**src/rtl/clock_panel_pkg.sv**
```systemverilog
// Shared types and constants for the front-panel clock controller.
// Provides the speed index type, the clock generator's power-up mirror values
// and default timing constants.
package clock_panel_pkg;

  typedef logic [1:0] speed_idx_t;

  localparam speed_idx_t  SPEED_IDX_RESET         = 2'd0;
  localparam logic        RUNNING_RESET           = 1'b1;
  localparam int unsigned DEBOUNCE_CYCLES_DEFAULT = 250000;
  localparam int unsigned PULSE_CYCLES_DEFAULT    = 4;

endpackage

```
**src/rtl/clock_panel_ctrl_if.sv**
```systemverilog
// Panel-side signal bundle: raw buttons in, clean clock-generator controls
// and status mirrors out.
//   master : the panel controller (samples buttons, drives controls/status)
//   slave  : board/top level (drives buttons, consumes controls/status)
interface clock_panel_ctrl_if;
  import clock_panel_pkg::*;

  logic       btn_start_stop_i;
  logic       btn_step_i;
  logic       btn_speed_i;
  logic       clk_start_stop_o;
  logic       clk_step_o;
  logic       clk_speed_o;
  logic       running_o;
  speed_idx_t speed_idx_o;

  modport master (
    input  btn_start_stop_i, btn_step_i, btn_speed_i,
    output clk_start_stop_o, clk_step_o, clk_speed_o, running_o, speed_idx_o
  );

  modport slave (
    output btn_start_stop_i, btn_step_i, btn_speed_i,
    input  clk_start_stop_o, clk_step_o, clk_speed_o, running_o, speed_idx_o
  );
endinterface

```
**src/rtl/button_debounce.sv**
```systemverilog
// One push-button conditioner: 2-FF synchronizer, stability counter and
// accepted state, plus one-cycle press/release strobes.
// Ports: clk_i, rst_ni, btn_i (raw, asynchronous),
//        state_o (accepted level, 1 = pressed), press_o, release_o (strobes).
module button_debounce #(
  parameter int unsigned DEBOUNCE_CYCLES = 250000,
  parameter bit          ACTIVE_LOW      = 1'b1
) (
  input  logic clk_i,
  input  logic rst_ni,
  input  logic btn_i,
  output logic state_o,
  output logic press_o,
  output logic release_o
);

  localparam int unsigned CW = (DEBOUNCE_CYCLES > 1) ? $clog2(DEBOUNCE_CYCLES) : 1;
  localparam logic [CW-1:0] CNT_LAST = CW'(DEBOUNCE_CYCLES - 1);

  logic          btn_in;
  logic [1:0]    sync_q;
  logic [CW-1:0] cnt_q;

  assign btn_in = ACTIVE_LOW ? ~btn_i : btn_i;

  // Synchronizer.
  always_ff @(posedge clk_i or negedge rst_ni) begin
    if (!rst_ni) sync_q <= 2'b00;
    else         sync_q <= {sync_q[0], btn_in};
  end

  // Count consecutive cycles the synchronized level disagrees with the
  // accepted one; any agreement restarts the count, so short bounces vanish.
  always_ff @(posedge clk_i or negedge rst_ni) begin
    if (!rst_ni) begin
      cnt_q     <= '0;
      state_o   <= 1'b0;
      press_o   <= 1'b0;
      release_o <= 1'b0;
    end else begin
      press_o   <= 1'b0;
      release_o <= 1'b0;
      if (sync_q[1] != state_o) begin
        if (cnt_q == CNT_LAST) begin
          cnt_q     <= '0;
          state_o   <= sync_q[1];
          press_o   <= sync_q[1];
          release_o <= ~sync_q[1];
        end else begin
          cnt_q <= cnt_q + CW'(1);
        end
      end else begin
        cnt_q <= '0;
      end
    end
  end

endmodule

```
**src/rtl/clock_panel_ctrl.sv**
```systemverilog
// Front-panel driver for the clock generator: debounces three buttons and
// produces fixed-width start/stop and speed pulses, a gated step level, and
// mirrors of the generator's run state and speed index.
// Ports: clk_i, rst_ni (async, active low), panel (clock_panel_ctrl_if.master).
module clock_panel_ctrl
  import clock_panel_pkg::*;
#(
  parameter int unsigned DEBOUNCE_CYCLES = DEBOUNCE_CYCLES_DEFAULT,
  parameter int unsigned PULSE_CYCLES    = PULSE_CYCLES_DEFAULT,
  parameter bit          BTN_ACTIVE_LOW  = 1'b1
) (
  input  logic               clk_i,
  input  logic               rst_ni,
  clock_panel_ctrl_if.master panel
);

  localparam int unsigned PW = $clog2(PULSE_CYCLES + 1);

  logic ss_state, ss_press, ss_release;
  logic st_state, st_press, st_release;
  logic sp_state, sp_press, sp_release;

  logic          ss_pulse_q, ss_pulse_d, sp_pulse_q, sp_pulse_d;
  logic [PW-1:0] ss_cnt_q, ss_cnt_d, sp_cnt_q, sp_cnt_d;
  logic          running_q, running_d;
  speed_idx_t    speed_q, speed_d;
  logic          armed_q, armed_d;
  logic          step_q, step_d;
  logic          ss_fire, sp_fire;

  button_debounce #(.DEBOUNCE_CYCLES(DEBOUNCE_CYCLES), .ACTIVE_LOW(BTN_ACTIVE_LOW)) u_db_ss (
    .clk_i(clk_i), .rst_ni(rst_ni), .btn_i(panel.btn_start_stop_i),
    .state_o(ss_state), .press_o(ss_press), .release_o(ss_release));

  button_debounce #(.DEBOUNCE_CYCLES(DEBOUNCE_CYCLES), .ACTIVE_LOW(BTN_ACTIVE_LOW)) u_db_step (
    .clk_i(clk_i), .rst_ni(rst_ni), .btn_i(panel.btn_step_i),
    .state_o(st_state), .press_o(st_press), .release_o(st_release));

  button_debounce #(.DEBOUNCE_CYCLES(DEBOUNCE_CYCLES), .ACTIVE_LOW(BTN_ACTIVE_LOW)) u_db_speed (
    .clk_i(clk_i), .rst_ni(rst_ni), .btn_i(panel.btn_speed_i),
    .state_o(sp_state), .press_o(sp_press), .release_o(sp_release));

  // Level and release of the pulse-only buttons are not needed here.
  logic unused_btn;
  assign unused_btn = ^{ss_state, ss_release, sp_state, sp_release};

  // Next-state: pulse stretchers, run/speed mirrors and step gate.
  always_comb begin
    ss_fire    = ss_press && (ss_cnt_q == '0);
    sp_fire    = sp_press && (sp_cnt_q == '0);
    running_d  = running_q ^ ss_fire;
    speed_d    = speed_q + speed_idx_t'(sp_fire);
    ss_cnt_d   = ss_cnt_q;
    ss_pulse_d = 1'b0;
    sp_cnt_d   = sp_cnt_q;
    sp_pulse_d = 1'b0;
    armed_d    = armed_q;

    if (ss_fire) begin
      ss_cnt_d   = PW'(PULSE_CYCLES);
      ss_pulse_d = 1'b1;
    end else if (ss_cnt_q != '0) begin
      ss_cnt_d   = ss_cnt_q - PW'(1);
      ss_pulse_d = (ss_cnt_q > PW'(1));
    end

    if (sp_fire) begin
      sp_cnt_d   = PW'(PULSE_CYCLES);
      sp_pulse_d = 1'b1;
    end else if (sp_cnt_q != '0) begin
      sp_cnt_d   = sp_cnt_q - PW'(1);
      sp_pulse_d = (sp_cnt_q > PW'(1));
    end

    // Step only counts if pressed while stopped; running or release disarms
    // it, so a hold carried across a stop needs a fresh press.
    if (st_release || running_d) armed_d = 1'b0;
    else if (st_press)           armed_d = 1'b1;

    step_d = st_state & armed_d & ~running_d;
  end

  always_ff @(posedge clk_i or negedge rst_ni) begin
    if (!rst_ni) begin
      ss_cnt_q   <= '0;
      ss_pulse_q <= 1'b0;
      sp_cnt_q   <= '0;
      sp_pulse_q <= 1'b0;
      running_q  <= RUNNING_RESET;
      speed_q    <= SPEED_IDX_RESET;
      armed_q    <= 1'b0;
      step_q     <= 1'b0;
    end else begin
      ss_cnt_q   <= ss_cnt_d;
      ss_pulse_q <= ss_pulse_d;
      sp_cnt_q   <= sp_cnt_d;
      sp_pulse_q <= sp_pulse_d;
      running_q  <= running_d;
      speed_q    <= speed_d;
      armed_q    <= armed_d;
      step_q     <= step_d;
    end
  end

  assign panel.clk_start_stop_o = ss_pulse_q;
  assign panel.clk_speed_o      = sp_pulse_q;
  assign panel.clk_step_o       = step_q;
  assign panel.running_o        = running_q;
  assign panel.speed_idx_o      = speed_q;

endmodule

```
**src/flat_wrapper.sv**
```systemverilog
// flat-port wrapper written by rule: the top's interface ports become plain ports
module clock_panel_ctrl_flat import clock_panel_pkg::*;
#(
  parameter int unsigned DEBOUNCE_CYCLES = DEBOUNCE_CYCLES_DEFAULT,
  parameter int unsigned PULSE_CYCLES    = PULSE_CYCLES_DEFAULT,
  parameter bit          BTN_ACTIVE_LOW  = 1'b1
)
  (clk_i, rst_ni, panel_btn_start_stop_i, panel_btn_step_i, panel_btn_speed_i, panel_clk_start_stop_o, panel_clk_step_o, panel_clk_speed_o, panel_running_o, panel_speed_idx_o);
  clock_panel_ctrl_if panel_i ();
  input  logic clk_i;
  input  logic rst_ni;
  input wire logic [$bits(panel_i.btn_start_stop_i)-1:0] panel_btn_start_stop_i;
  input wire logic [$bits(panel_i.btn_step_i)-1:0] panel_btn_step_i;
  input wire logic [$bits(panel_i.btn_speed_i)-1:0] panel_btn_speed_i;
  output wire logic [$bits(panel_i.clk_start_stop_o)-1:0] panel_clk_start_stop_o;
  output wire logic [$bits(panel_i.clk_step_o)-1:0] panel_clk_step_o;
  output wire logic [$bits(panel_i.clk_speed_o)-1:0] panel_clk_speed_o;
  output wire logic [$bits(panel_i.running_o)-1:0] panel_running_o;
  output wire logic [$bits(panel_i.speed_idx_o)-1:0] panel_speed_idx_o;
  assign panel_i.btn_start_stop_i = panel_btn_start_stop_i;
  assign panel_i.btn_step_i = panel_btn_step_i;
  assign panel_i.btn_speed_i = panel_btn_speed_i;
  assign panel_clk_start_stop_o = panel_i.clk_start_stop_o;
  assign panel_clk_step_o = panel_i.clk_step_o;
  assign panel_clk_speed_o = panel_i.clk_speed_o;
  assign panel_running_o = panel_i.running_o;
  assign panel_speed_idx_o = panel_i.speed_idx_o;
  clock_panel_ctrl #(.DEBOUNCE_CYCLES(DEBOUNCE_CYCLES), .PULSE_CYCLES(PULSE_CYCLES), .BTN_ACTIVE_LOW(BTN_ACTIVE_LOW)) u_core (.clk_i(clk_i), .rst_ni(rst_ni), .panel(panel_i));
endmodule
```
**config.mk**
```make
export PLATFORM = sky130hd
export DESIGN_NAME = clock_panel_ctrl_flat
export DESIGN_NICKNAME = d
export VERILOG_FILES = /design/src/rtl/clock_panel_pkg.sv /design/src/rtl/clock_panel_ctrl_if.sv /design/src/rtl/button_debounce.sv /design/src/rtl/clock_panel_ctrl.sv /design/src/flat_wrapper.sv
export SDC_FILE = /design/constraint.sdc
export NUM_CORES = 1
export LEC_CHECK = 0
export CAP_MARGIN = 20
export CORE_ASPECT_RATIO = 1.5
export CORE_MARGIN = 4
export CORE_UTILIZATION = 38
export DETAILED_ROUTE_END_ITERATION = 10
export GPL_TIMING_DRIVEN = 0
export PLACE_DENSITY = 0.54
export REMOVE_ABC_BUFFERS = 1
export SYNTH_ARGS = -nofsm -noshare
export SYNTH_HDL_FRONTEND = slang
export SYNTH_SLANG_ARGS = --single-unit
```
**constraint.sdc**
```tcl
create_clock -name clk_i -period 2.2 [get_ports clk_i]
set_input_delay 0.44 -clock clk_i [delete_from_list [all_inputs] [get_ports clk_i]]
set_output_delay 0.44 -clock clk_i [all_outputs]
set_load 0.05 [all_outputs]
```
==> flow_summary.ini <==
[run_status]
status = complete, no violations

[detailed_routing]
totalWireLength_um = 6870
post_drt_wl_per_cell_um = 13.9
dr.pass1.iters = 4
drc = 0
ant_nets = 0
drt_first_iter_violations = 105
num_vias = 2647
via_per_inst = 5.36

[sta]
clock.fmax_ghz = 0.469
slew_headroom_pct = 66.8
rsz0062_at_grt = false
hold_violations = 0
fin_skew_ns = 0.00868
drv_slew = 0
whs_ns = 0.00961
post-route-period-util_pct = 97.0
setup_viol_count_final = 0
worst_pin_slew_ns = 0.497
min_period_ns = 2.13

[floorplanning]
initial_core_util_pct = 39.0
coreArea_um2 = 9690
row_count = 44
dieArea_um2 = 11600
die_y_um = 130
die_x_um = 89.4
num_io_pins = 11

[synthesis]
synth_flop_cell = dfrtp_1
netlist_area_um2 = 3770
synth-edff-count = 0
async_reset_ff_share_pct = 100
yosys_register_bits = 80
synth_cell_types = 41
yosysSeqAreaShare_pct = 53.1
postSynthCellCount = 360
syn_avg_cell_area_um2 = 10.5
ys_warn_count = 0

[pwr]
p_leak_nw = 1.81
ir_drop_uv = 424
pwr_density_cell_nw_per_um2 = 722

[placement]
place_congestion = 0.796
dpl.hpwl_um = 4750
io_buffers = 10

[layout]
final_core_util_pct = 44.9
area_growth_pct = 15.3
fillerInstances = 907
nNetsFinal = 390
antenna_cells = 0
drive_above_1_share_pct = 7.39
most-common-layout-cells = dfrtp_1 (78), nor2_1 (60), xnor2_1 (28), nand3_1 (22), nand4_1 (21)
layout_commonest_cell = dfrtp_1

[clock_network]
hold_buffers = 0
cts_tree = done
clockRootBuffer = clkbuf_16
cts.reportedPaths.clkPinSlew_ns = 0.06
cts_sinks = 80
clk_latency_ns = 0.33
cts_made_buffers = 9
h-tree-depth = 3
cts_buffer_depth = 2

[worst_setup_path]
path_cells = or4b_1 -> or4_4 -> nor2_1 -> mux2_2
critPathMaxFanout = 6
crit_family = simple AND/OR/NAND/NOR gates
worstPathRequired_ns = 2.42
startpoint_type = flop
cp_num_buf_inv = 0
arrival_ns = 2.35
worstSetupPathType = reg2reg
critPathMaxStageDelay_ns = 0.55
slowest_stage = or4_4
worstSetupEndpointType = flop

[worst_hold_path]
hp-class = in2async

[global_routing]
grt_use_total_pct = 13.7
grt_max_degree = 58
antenna_found_initial = 0
grt-ovfl-total = 0
grt_pass1_wl_um = 12500
grt_pass1_vias = 2753

[run]
maxCapViolCount = 0
layer usage:
metal	vias to the layer above	part of all wire, %	track usage (%)
li1	1302	-	-
met1	1308	44	16.0
met2	26	51	23.0
met3	11	2.2	2.27
met4	0	2.7	8.24
met5	-	0	0
flip-flops by register name, indices dropped and copies added (netlist names), 2 cells and up:
name	count
u_core.u_db_speed.cnt_q	18
u_core.u_db_ss.cnt_q	18
u_core.u_db_step.cnt_q	18
u_core.sp_cnt_q	3
u_core.ss_cnt_q	3
u_core.panel.speed_idx_o	2
u_core.u_db_speed.sync_q	2
u_core.u_db_ss.sync_q	2
u_core.u_db_step.sync_q	2
stage by stage:
stage	setup slack [ns]	std cells	TNS, ns	cell area [um^2]	power, mW
global route	0.0119	494	0	4350	3.26
finish	0.0670	494	0	4350	3.14
floorplan	0.160	350	0	3730	1.57
detailed placement	-0.0529	476	-0.660	4010	1.63
global placement	-2.17	475	-178.61	3970	1.62
CTS	0.0569	494	0	4350	3.20
report_power, final:
| part | total [mW] | internal [mW] | switching [mW] |
|---|---|---|---|
| Combinational | 0.0942 | 0.0347 | 0.0594 |
| Clock | 1.54 | 0.984 | 0.553 |
| Sequential | 1.51 | 1.49 | 0.0196 |
| Total | 3.14 | 2.51 | 0.632 |
area by class of cell:
| type | count | area (um^2) | share of cell area [%] |
|---|---|---|---|
| sequential | 80 | 2000 | 46.0 |
| multi-input combinational | 259 | 1700 | 39.1 |
| clock buffer | 11 | 233 | 5.35 |
| timing repair buffer | 14 | 160 | 3.68 |
| tap | 115 | 144 | 3.31 |
| clock inverter | 4 | 70.1 | 1.61 |
| inverter | 11 | 41.3 | 0.949 |
timing repair:
item / in CTS / in global routing
resized for setup: 1 / 1
pin swaps: 2 / 0
setup buffers: 3 / 0
setup endpoints to repair: 34 / 1
kinds of logic after synthesis:
group           count (synthesis)  share of synthesized area (%)
simple gates                  174                           24.7
flops                          80                           53.1
xor+xnor                       48                           11.1
compound gates                 24                           4.54
buf+inv                        21                           2.39
fa+ha+maj                      10                           3.31
mux                             3                          0.895
synth_stat cells (all sizes together) (3+ instances only):
| cell | number | share of area [%] |
|---|---|---|
| ha | 10 | 3.3 |
| nor2 | 60 | 6.0 |
| or4 | 6 | 1.3 |
| or4b | 3 | 0.80 |
| nand3b | 5 | 0.99 |
| nor3 | 8 | 1.1 |
| o31ai | 3 | 0.60 |
| o21ai | 9 | 1.6 |
| nand2 | 11 | 1.1 |
| a21oi | 7 | 0.93 |
| xnor2 | 28 | 6.5 |
| and2 | 3 | 0.50 |
| and3 | 3 | 0.50 |
| nor2b | 5 | 0.83 |
| nand3 | 22 | 2.9 |
| inv | 11 | 1.1 |
| nor4 | 10 | 1.7 |
| and4 | 8 | 1.9 |
| dfrtp | 79 | 52 |
| mux2 | 3 | 0.89 |
| buf | 4 | 0.70 |
| xor2 | 20 | 4.6 |
| clkbuf | 6 | 0.60 |
| nand4 | 21 | 3.5 |
| or3 | 3 | 0.50 |
| nor3b | 3 | 0.60 |
worst paths after layout:
path / startpoint / endpoint / slack (ns) / cells past startpoint
worst max-delay path: u_core.u_db_speed.cnt_q[13] / u_core.u_db_speed.state_o / 0.07 / 4
max in group asynchronous: rst_ni / u_core.u_db_speed.cnt_q[13] / 1.61 / 2
min in group clk_i: u_core.u_db_ss.sync_q[0] / u_core.u_db_ss.sync_q[1] / 0.35 / 0
worst max register to register: u_core.u_db_speed.cnt_q[13] / u_core.u_db_speed.state_o / 0.07 / 4
worst min register to register: u_core.u_db_ss.sync_q[0] / u_core.u_db_ss.sync_q[1] / 0.35 / 0
worst min-delay path: rst_ni / u_core.u_db_ss.cnt_q[17] / 0.01 / 1
No activity file was read; power rests on OpenSTA's default activity.
